### src/rtl/cpu_fetch_unit_pkg.sv
// rtl/cpu_fetch_unit_pkg.sv - shared types and constants for the instruction-fetch front end
package pkg_cpu_typedefs;

    localparam int INSTR_W = 32;
    localparam logic [INSTR_W-1:0] RV_NOP = 32'h0000_0013;

    typedef enum logic [1:0] {
        BOOT  = 2'd0,
        FETCH = 2'd1,
        DRAIN = 2'd2
    } fetch_state_t;

endpackage

### src/rtl/cpu_fetch_unit_if.sv
// rtl/cpu_fetch_unit_if.sv - instruction-memory req/gnt/rvalid bus
interface cpu_fetch_unit_if
    import pkg_cpu_typedefs::*;
#(
    parameter int ADDR_W = 32
);
    logic               imem_req;
    logic [ADDR_W-1:0]  imem_addr;
    logic               imem_gnt;
    logic               imem_rvalid;
    logic [INSTR_W-1:0] imem_rdata;

    modport master (
        output imem_req,
        output imem_addr,
        input  imem_gnt,
        input  imem_rvalid,
        input  imem_rdata
    );

    modport slave (
        input  imem_req,
        input  imem_addr,
        output imem_gnt,
        output imem_rvalid,
        output imem_rdata
    );
endinterface

### src/rtl/cpu_fetch_unit_fifo.sv
// rtl/cpu_fetch_unit_fifo.sv - prefetch buffer of {instr, pc} entries
module cpu_fetch_fifo #(
    parameter int DEPTH = 2,
    parameter int W     = 64,
    localparam int PTR_W = (DEPTH > 1) ? $clog2(DEPTH) : 1,
    localparam int CNT_W = $clog2(DEPTH + 1)
) (
    input  logic             clk,
    input  logic             rst_n,
    input  logic             i_push,
    input  logic             i_pop,
    input  logic             i_flush,
    input  logic [W-1:0]     i_data,
    output logic [CNT_W-1:0] o_count,
    output logic             o_empty,
    output logic             o_full,
    output logic [W-1:0]     o_head
);
    logic [W-1:0]     r_mem [DEPTH];
    logic [PTR_W-1:0] r_wr_ptr;
    logic [PTR_W-1:0] r_rd_ptr;
    logic [CNT_W-1:0] r_count;
    logic             w_do_push;
    logic             w_do_pop;

    assign o_count   = r_count;
    assign o_empty   = (r_count == '0);
    assign o_full    = (r_count == CNT_W'(DEPTH));
    assign o_head    = r_mem[r_rd_ptr];
    assign w_do_push = i_push && !o_full && !i_flush;
    assign w_do_pop  = i_pop && !o_empty && !i_flush;

    always_ff @(posedge clk or negedge rst_n) begin
        if (!rst_n) begin
            r_wr_ptr <= '0;
            r_rd_ptr <= '0;
            r_count  <= '0;
        end else if (i_flush) begin
            r_wr_ptr <= '0;
            r_rd_ptr <= '0;
            r_count  <= '0;
        end else begin
            if (w_do_push) r_wr_ptr <= r_wr_ptr + PTR_W'(1);
            if (w_do_pop)  r_rd_ptr <= r_rd_ptr + PTR_W'(1);
            r_count <= r_count + CNT_W'(w_do_push) - CNT_W'(w_do_pop);
        end
    end

    // Storage needs no reset: o_head is only consumed while the FIFO is non-empty.
    always_ff @(posedge clk) begin
        if (w_do_push) r_mem[r_wr_ptr] <= i_data;
    end
endmodule

### src/rtl/cpu_fetch_unit.sv
// rtl/cpu_fetch_unit.sv - RV32I fetch front end: PC generation, imem requests, prefetch FIFO, redirect drain
module cpu_fetch_unit
    import pkg_cpu_typedefs::*;
#(
    parameter int                ADDR_W     = 32,
    parameter logic [ADDR_W-1:0] RESET_PC   = '0,
    parameter int                FIFO_DEPTH = 2
) (
    input  logic                clk,
    input  logic                rst_n,
    cpu_fetch_unit_if.master    imem,
    input  logic                redirect,
    input  logic [ADDR_W-1:0]   redirect_pc,
    input  logic                instr_ready,
    output logic                instr_valid,
    output logic [INSTR_W-1:0]  instr,
    output logic [6:0]          opc,
    output logic [2:0]          funct3,
    output logic                funct7,
    output logic [ADDR_W-1:0]   pc,
    output logic [ADDR_W-1:0]   pc_plus4
);
    localparam int CNT_W = $clog2(FIFO_DEPTH + 1);
    localparam int SUM_W = CNT_W + 1;
    localparam int ENT_W = INSTR_W + ADDR_W;
    localparam logic [ADDR_W-1:0] PC_STEP = ADDR_W'(4);

    fetch_state_t       r_state;
    logic               r_req;
    logic [ADDR_W-1:0]  r_addr;
    logic [ADDR_W-1:0]  r_fetch_pc;
    logic [ADDR_W-1:0]  r_resp_pc;
    logic [CNT_W-1:0]   r_outstanding;
    logic [CNT_W-1:0]   r_drop;

    fetch_state_t       w_state_nxt;
    logic               w_gnt;
    logic               w_pend_nxt;
    logic               w_push;
    logic               w_pop;
    logic               w_credit_ok;
    logic               w_fifo_empty;
    logic               w_fifo_full;
    logic [CNT_W-1:0]   w_fifo_count;
    logic [CNT_W-1:0]   w_out_nxt;
    logic [CNT_W-1:0]   w_drop_nxt;
    logic [CNT_W-1:0]   w_cnt_nxt;
    logic [ADDR_W-1:0]  w_target;
    logic [ADDR_W-1:0]  w_base_pc;
    logic [ENT_W-1:0]   w_head;
    logic [INSTR_W-1:0] w_head_instr;
    logic [ADDR_W-1:0]  w_head_pc;

    assign imem.imem_req  = r_req;
    assign imem.imem_addr = r_addr;

    assign w_gnt      = r_req && imem.imem_gnt;
    assign w_pend_nxt = r_req && !imem.imem_gnt;
    assign w_target   = redirect_pc & ~(ADDR_W'(3));
    assign w_base_pc  = redirect ? w_target : r_fetch_pc;

    assign instr_valid = !w_fifo_empty && !redirect;
    assign w_pop       = instr_valid && instr_ready;
    assign w_push      = imem.imem_rvalid && (r_drop == '0) && !redirect && !w_fifo_full;

    cpu_fetch_fifo #(
        .DEPTH (FIFO_DEPTH),
        .W     (ENT_W)
    ) u_fifo (
        .clk     (clk),
        .rst_n   (rst_n),
        .i_push  (w_push),
        .i_pop   (w_pop),
        .i_flush (redirect),
        .i_data  ({imem.imem_rdata, r_resp_pc}),
        .o_count (w_fifo_count),
        .o_empty (w_fifo_empty),
        .o_full  (w_fifo_full),
        .o_head  (w_head)
    );

    assign w_head_instr = w_head[ADDR_W +: INSTR_W];
    assign w_head_pc    = w_head[ADDR_W-1:0];

    assign instr    = instr_valid ? w_head_instr : RV_NOP;
    assign opc      = instr[6:0];
    assign funct3   = instr[14:12];
    assign funct7   = instr[30];
    assign pc       = instr_valid ? w_head_pc : r_resp_pc;
    assign pc_plus4 = pc + PC_STEP;

    always_comb begin
        w_out_nxt   = r_outstanding + CNT_W'(w_gnt) - CNT_W'(imem.imem_rvalid);
        w_cnt_nxt   = redirect ? '0 : (w_fifo_count + CNT_W'(w_push) - CNT_W'(w_pop));
        w_state_nxt = r_state;
        w_drop_nxt  = r_drop;
        if (redirect) begin
            // Everything still in flight is stale, including a pending ungranted request.
            w_drop_nxt  = w_out_nxt;
            w_state_nxt = ((w_out_nxt != '0) || w_pend_nxt) ? DRAIN : FETCH;
        end else begin
            if ((r_state == DRAIN) && w_gnt)          w_drop_nxt = w_drop_nxt + CNT_W'(1);
            if (imem.imem_rvalid && (r_drop != '0))   w_drop_nxt = w_drop_nxt - CNT_W'(1);
            case (r_state)
                BOOT:    w_state_nxt = FETCH;
                FETCH:   w_state_nxt = FETCH;
                DRAIN:   if ((w_drop_nxt == '0) && !w_pend_nxt) w_state_nxt = FETCH;
                default: w_state_nxt = BOOT;
            endcase
        end
        w_credit_ok = (SUM_W'(w_out_nxt) + SUM_W'(w_cnt_nxt)) < SUM_W'(FIFO_DEPTH);
    end

    always_ff @(posedge clk or negedge rst_n) begin
        if (!rst_n) begin
            r_state       <= BOOT;
            r_req         <= 1'b0;
            r_addr        <= RESET_PC;
            r_fetch_pc    <= RESET_PC;
            r_resp_pc     <= RESET_PC;
            r_outstanding <= '0;
            r_drop        <= '0;
        end else begin
            r_state       <= w_state_nxt;
            r_outstanding <= w_out_nxt;
            r_drop        <= w_drop_nxt;

            if (redirect)    r_resp_pc <= w_target;
            else if (w_push) r_resp_pc <= r_resp_pc + PC_STEP;

            // An ungranted request keeps req/addr frozen; only the next fetch target moves.
            if (w_pend_nxt) begin
                r_fetch_pc <= w_base_pc;
            end else if ((w_state_nxt == FETCH) && w_credit_ok) begin
                r_req      <= 1'b1;
                r_addr     <= w_base_pc;
                r_fetch_pc <= w_base_pc + PC_STEP;
            end else begin
                r_req      <= 1'b0;
                r_fetch_pc <= w_base_pc;
            end
        end
    end
endmodule

### src/flat_wrapper.sv
// flat-port wrapper written by rule: the top's interface ports become plain ports
module cpu_fetch_unit_flat import pkg_cpu_typedefs::*;
#(
    parameter int                ADDR_W     = 32,
    parameter logic [ADDR_W-1:0] RESET_PC   = '0,
    parameter int                FIFO_DEPTH = 2
)
  (clk, rst_n, redirect, redirect_pc, instr_ready, instr_valid, instr, opc, funct3, funct7, pc, pc_plus4, imem_imem_req, imem_imem_addr, imem_imem_gnt, imem_imem_rvalid, imem_imem_rdata);
  cpu_fetch_unit_if #(.ADDR_W(ADDR_W)) imem_i ();
  input  logic clk;
  input  logic rst_n;
  input  logic redirect;
  input  logic [ADDR_W-1:0] redirect_pc;
  input  logic instr_ready;
  output logic instr_valid;
  output logic [INSTR_W-1:0] instr;
  output logic [6:0] opc;
  output logic [2:0] funct3;
  output logic funct7;
  output logic [ADDR_W-1:0] pc;
  output logic [ADDR_W-1:0] pc_plus4;
  output wire logic [$bits(imem_i.imem_req)-1:0] imem_imem_req;
  output wire logic [$bits(imem_i.imem_addr)-1:0] imem_imem_addr;
  input wire logic [$bits(imem_i.imem_gnt)-1:0] imem_imem_gnt;
  input wire logic [$bits(imem_i.imem_rvalid)-1:0] imem_imem_rvalid;
  input wire logic [$bits(imem_i.imem_rdata)-1:0] imem_imem_rdata;
  assign imem_imem_req = imem_i.imem_req;
  assign imem_imem_addr = imem_i.imem_addr;
  assign imem_i.imem_gnt = imem_imem_gnt;
  assign imem_i.imem_rvalid = imem_imem_rvalid;
  assign imem_i.imem_rdata = imem_imem_rdata;
  cpu_fetch_unit #(.ADDR_W(ADDR_W), .RESET_PC(RESET_PC), .FIFO_DEPTH(FIFO_DEPTH)) u_core (.clk(clk), .rst_n(rst_n), .imem(imem_i), .redirect(redirect), .redirect_pc(redirect_pc), .instr_ready(instr_ready), .instr_valid(instr_valid), .instr(instr), .opc(opc), .funct3(funct3), .funct7(funct7), .pc(pc), .pc_plus4(pc_plus4));
endmodule
### config.mk
export PLATFORM = sky130hd
export DESIGN_NAME = cpu_fetch_unit_flat
export DESIGN_NICKNAME = d
export VERILOG_FILES = /design/src/rtl/cpu_fetch_unit_pkg.sv /design/src/rtl/cpu_fetch_unit_if.sv /design/src/rtl/cpu_fetch_unit_fifo.sv /design/src/rtl/cpu_fetch_unit.sv /design/src/flat_wrapper.sv
export SDC_FILE = /design/constraint.sdc
export NUM_CORES = 1
export LEC_CHECK = 0
export BUFFER_PORTS_ARGS = -buffer_cell sky130_fd_sc_hd__buf_2
export CORE_MARGIN = 2
export CORE_UTILIZATION = 35
export CTS_BUF_LIST = sky130_fd_sc_hd__clkbuf_16
export CTS_CLUSTER_DIAMETER = 30
export CTS_CLUSTER_SIZE = 20
export DETAILED_ROUTE_END_ITERATION = 8
export REMOVE_ABC_BUFFERS = 1
export SLEW_MARGIN = 20
export SYNTH_ARGS = -nofsm -noshare
export SYNTH_HDL_FRONTEND = slang
export SYNTH_SLANG_ARGS = --single-unit
### constraint.sdc
create_clock -name clk -period 8.04 [get_ports clk]
set_input_delay 0.804 -clock clk [delete_from_list [all_inputs] [get_ports clk]]
set_output_delay 0.804 -clock clk [all_outputs]
set_load 0.1 [all_outputs]
==> reports/metrics.cfg <==
[worst_setup_path]
slowest_delay_ns = 0.78
required_ns = 7.24
r2r_start = u_core.u_fifo.o_count[1]
worstReg2RegEnd = u_core.r_fetch_pc[25]
worstPathCellList = buf_4, nand3_1, a211oi_1, o21bai_2, nor4_4, nor3b_2, xor2_1, buf_2
crit_buf_inv = 2
critPathLaunchType = flop
r2r_cells = 15
critPathCaptureType = output pin
r2r_slack_ns = 3.79
critPathSlowestCell = buf_4
cp_max_fo = 59
cp-startpoint = u_core.u_fifo.r_rd_ptr
worstSetupPathType = flop to output pin
path_delay_family = buffers and inverters
arrival_ns = 4.19

[power]
p_per_area_nw_per_um2 = 411
finalPower_uw = 5950
irDropWorstVdd_mv = 0.248
leakagePower_uw = 0.00590

[floorplanning]
num_rows = 65
fp.dieH_um = 184
start_util = 0.358
fp.dieW_um = 184
num_io_pins = 211
core_sq_um = 31700
dieArea_sq_um = 33900

[yosys]
ys_seq_area_frac = 0.560
synth_top_area_frac = 0.328
synth_compound_area_frac = 0.0903
yosys.area.top_type = edfxtp_1
synth.distinct_cells = 75
syn_avg_cell_area_sq_um = 11.4
synthXorXnorAreaFrac = 0.0730
yosys_warnings = 0
synth-seq-cells = 229
async_reset_ff_frac = 0.459
post-synth-top-count-cell = nand2_1
synth_enable_flop_cells = 124
netlist_area_sq_um = 11300
synth_common_cells = 132 x nand2_1, 124 x edfxtp_1, 105 x dfrtp_1
synth_flop_cell = edfxtp_1
yosys-top-cells-area = edfxtp_1 33%, dfrtp_1 23%, mux2i_1 5.7%
synth_fa_ha_area_frac = 0.0117
synthSimpleGateAreaFrac = 0.150
synth_cells = 993
synth_mux_area_frac = 0.0762
synth_top_family_by_area = simple AND/OR/NAND/NOR gates

[sta]
fmax_mhz = 200
setup_violations = 0
slew_violations = 0
whs_ns = 0.270
finClkSkew_ns = 0.0278
finalCritPeriodShare = 0.621
hold_viol_final = 0
setup_tns_ns = 0
slew_headroom = 0.315
min_period_ns = 5.00
worst_pin_slew_ns = 1.00
fin_ws_ns = 3.04
rsz0062_at_grt = no

[layout]
fill_cells = 2984
syn2layout_area_growth_pct = 27.4
utilization = 0.456
nets = 1290
drive_above_1_share = 0.280
diodes = 0

[placed_design]
globalplace.congestion = 0.784
dp_hpwl_mm = 18.8
port_buffers = 204
place_ws_ns = 3.03

[drt]
post_drt_wl_per_cell_um = 16.9
drc = 0
drt_iter0_markers = 318
via_per_inst = 4.90
antenna_left = 0
dr.pass1.iters = 4
num_vias = 8119
wirelength_mm = 27.9

[clocking]
hold_buffers = 0
worstSkewPairLatency_ns = 0.55
htreeDepth = 2
clockBufferDepth = 3
cts_tree = done
cts-root-buf = clkbuf_16
postCtsSetupBuffers = 0
path_clk_slew_ns = 0.05
clock_sinks = 229
cts_made_buffers = 54
postCtsResizedCells = 0

[global_routing]
antenna_found_initial = 1
grt_max_degree = 78
grt.overflow.total = 0
grt_pass1_vias = 8250
grt_pass1_wl_mm = 44.0
grt_usage = 0.164

[job]
maxCapViolations = 0

[hold_path]
hold_class = primary input to async pin

[outcome]
status = complete, no violations

==> power breakdown <==
group | switching, uW | total, uW | internal, uW
clock network | 682 | 2130 | 1450
registers | 116 | 1550 | 1430
logic | 1850 | 2270 | 420
total | 2650 | 5950 | 3300
==> area by class of cell <==
cell class / count / area (sq um) / share of cell area
Sequential cell: 229 / 6350 / 0.440
Clock buffer: 54 / 1350 / 0.0935
Tap cell: 402 / 503 / 0.0348
Timing Repair Buffer: 215 / 1110 / 0.0767
Inverter: 24 / 92.6 / 0.00641
Multi-Input combinational cell: 686 / 4580 / 0.317
Clock inverter: 46 / 464 / 0.0321
==> stage by stage <==
stage	cells	cell area, sq um
2_1_floorplan	939	11000
3_3_place_gp	1556	12600
3_5_place_dp	1556	12600
4_1_cts	1656	14500
5_1_grt	1656	14500
6_report	1656	14500
==> worst register-to-register path, stage by stage, from the launching register on <==
cell and delay, ns:
dfrtp_1 0.45, o21bai_4 0.20, inv_4 0.17, and2_1 0.24, ha_1 0.28, inv_1 0.04
ha_1 0.19, xnor2_1 0.15, nor2_1 0.07, fa_1 0.49, nor2_1 0.16, and2_1 0.16
o21ai_0 0.19, a2111oi_0 0.93, mux2_2 0.42, nand3_1 0.06
==> cells in the final DEF (no fill, tap or decap), drive strengths merged, types with 5 or more instances in the layout <==
cell,instances
and4,5
nand2b,8
nor2b,13
buf,215
nor2,71
nor3b,5
clkbuf,54
mux2,19
a2111oi,5
nand2,132
nand3,26
mux2i,65
nor4,8
and3,14
edfxtp,124
a211oi,6
bufinv,7
ha,9
dfrtp,105
inv,37
nand3b,8
a21boi,16
o21ai,83
clkinvlp,6
o2111ai,5
nand4,16
xnor2,50
a21oi,14
xor2,42
and2,8
clkinv,20
nor3,6
==> registers in the layout (all words and copies together) (netlist names) <==
signal and count:
u_core.u_fifo.r_mem 124, u_core.r_fetch_pc 32, u_core.u_fifo.r_wr_ptr 1, u_core.u_fifo.r_rd_ptr 1, u_core.r_outstanding 2, u_core.u_fifo.o_count 2
u_core.r_drop 2, u_core.r_resp_pc 30, u_core.imem.imem_addr 32, u_core.r_state 2, u_core.imem.imem_req 1
==> cells by family after synthesis <==
kind of cell	count (synthesis)
simple gates	336
fa+ha+maj	10
other cells	1
mux	84
compound gates	159
buf+inv	81
flops	229
xor+xnor	93
==> metal layers <==
| layer | vias to the layer above | part of all wire | track usage |
|---|---|---|---|
| li1 | 3980 | - | - |
| met1 | 3856 | 0.45 | 0.213 |
| met2 | 227 | 0.47 | 0.275 |
| met3 | 54 | 0.058 | 0.0337 |
| met4 | 2 | 0.024 | 0.0557 |
| met5 | - | 0.00047 | 0 |
==> how the worst max path moves through the flow <==
stage	slack, ns	depth (start not counted)	to
after floorplan	-0.15	8	pc_plus4[24]
after global placement	3.06	9	pc_plus4[26]
after detailed placement	3.03	16	u_core.r_fetch_pc[25]
after CTS	2.88	8	pc_plus4[24]
after global routing	2.59	8	pc_plus4[24]
final	3.04	8	pc_plus4[24]
(Power assumes the default switching activity.)
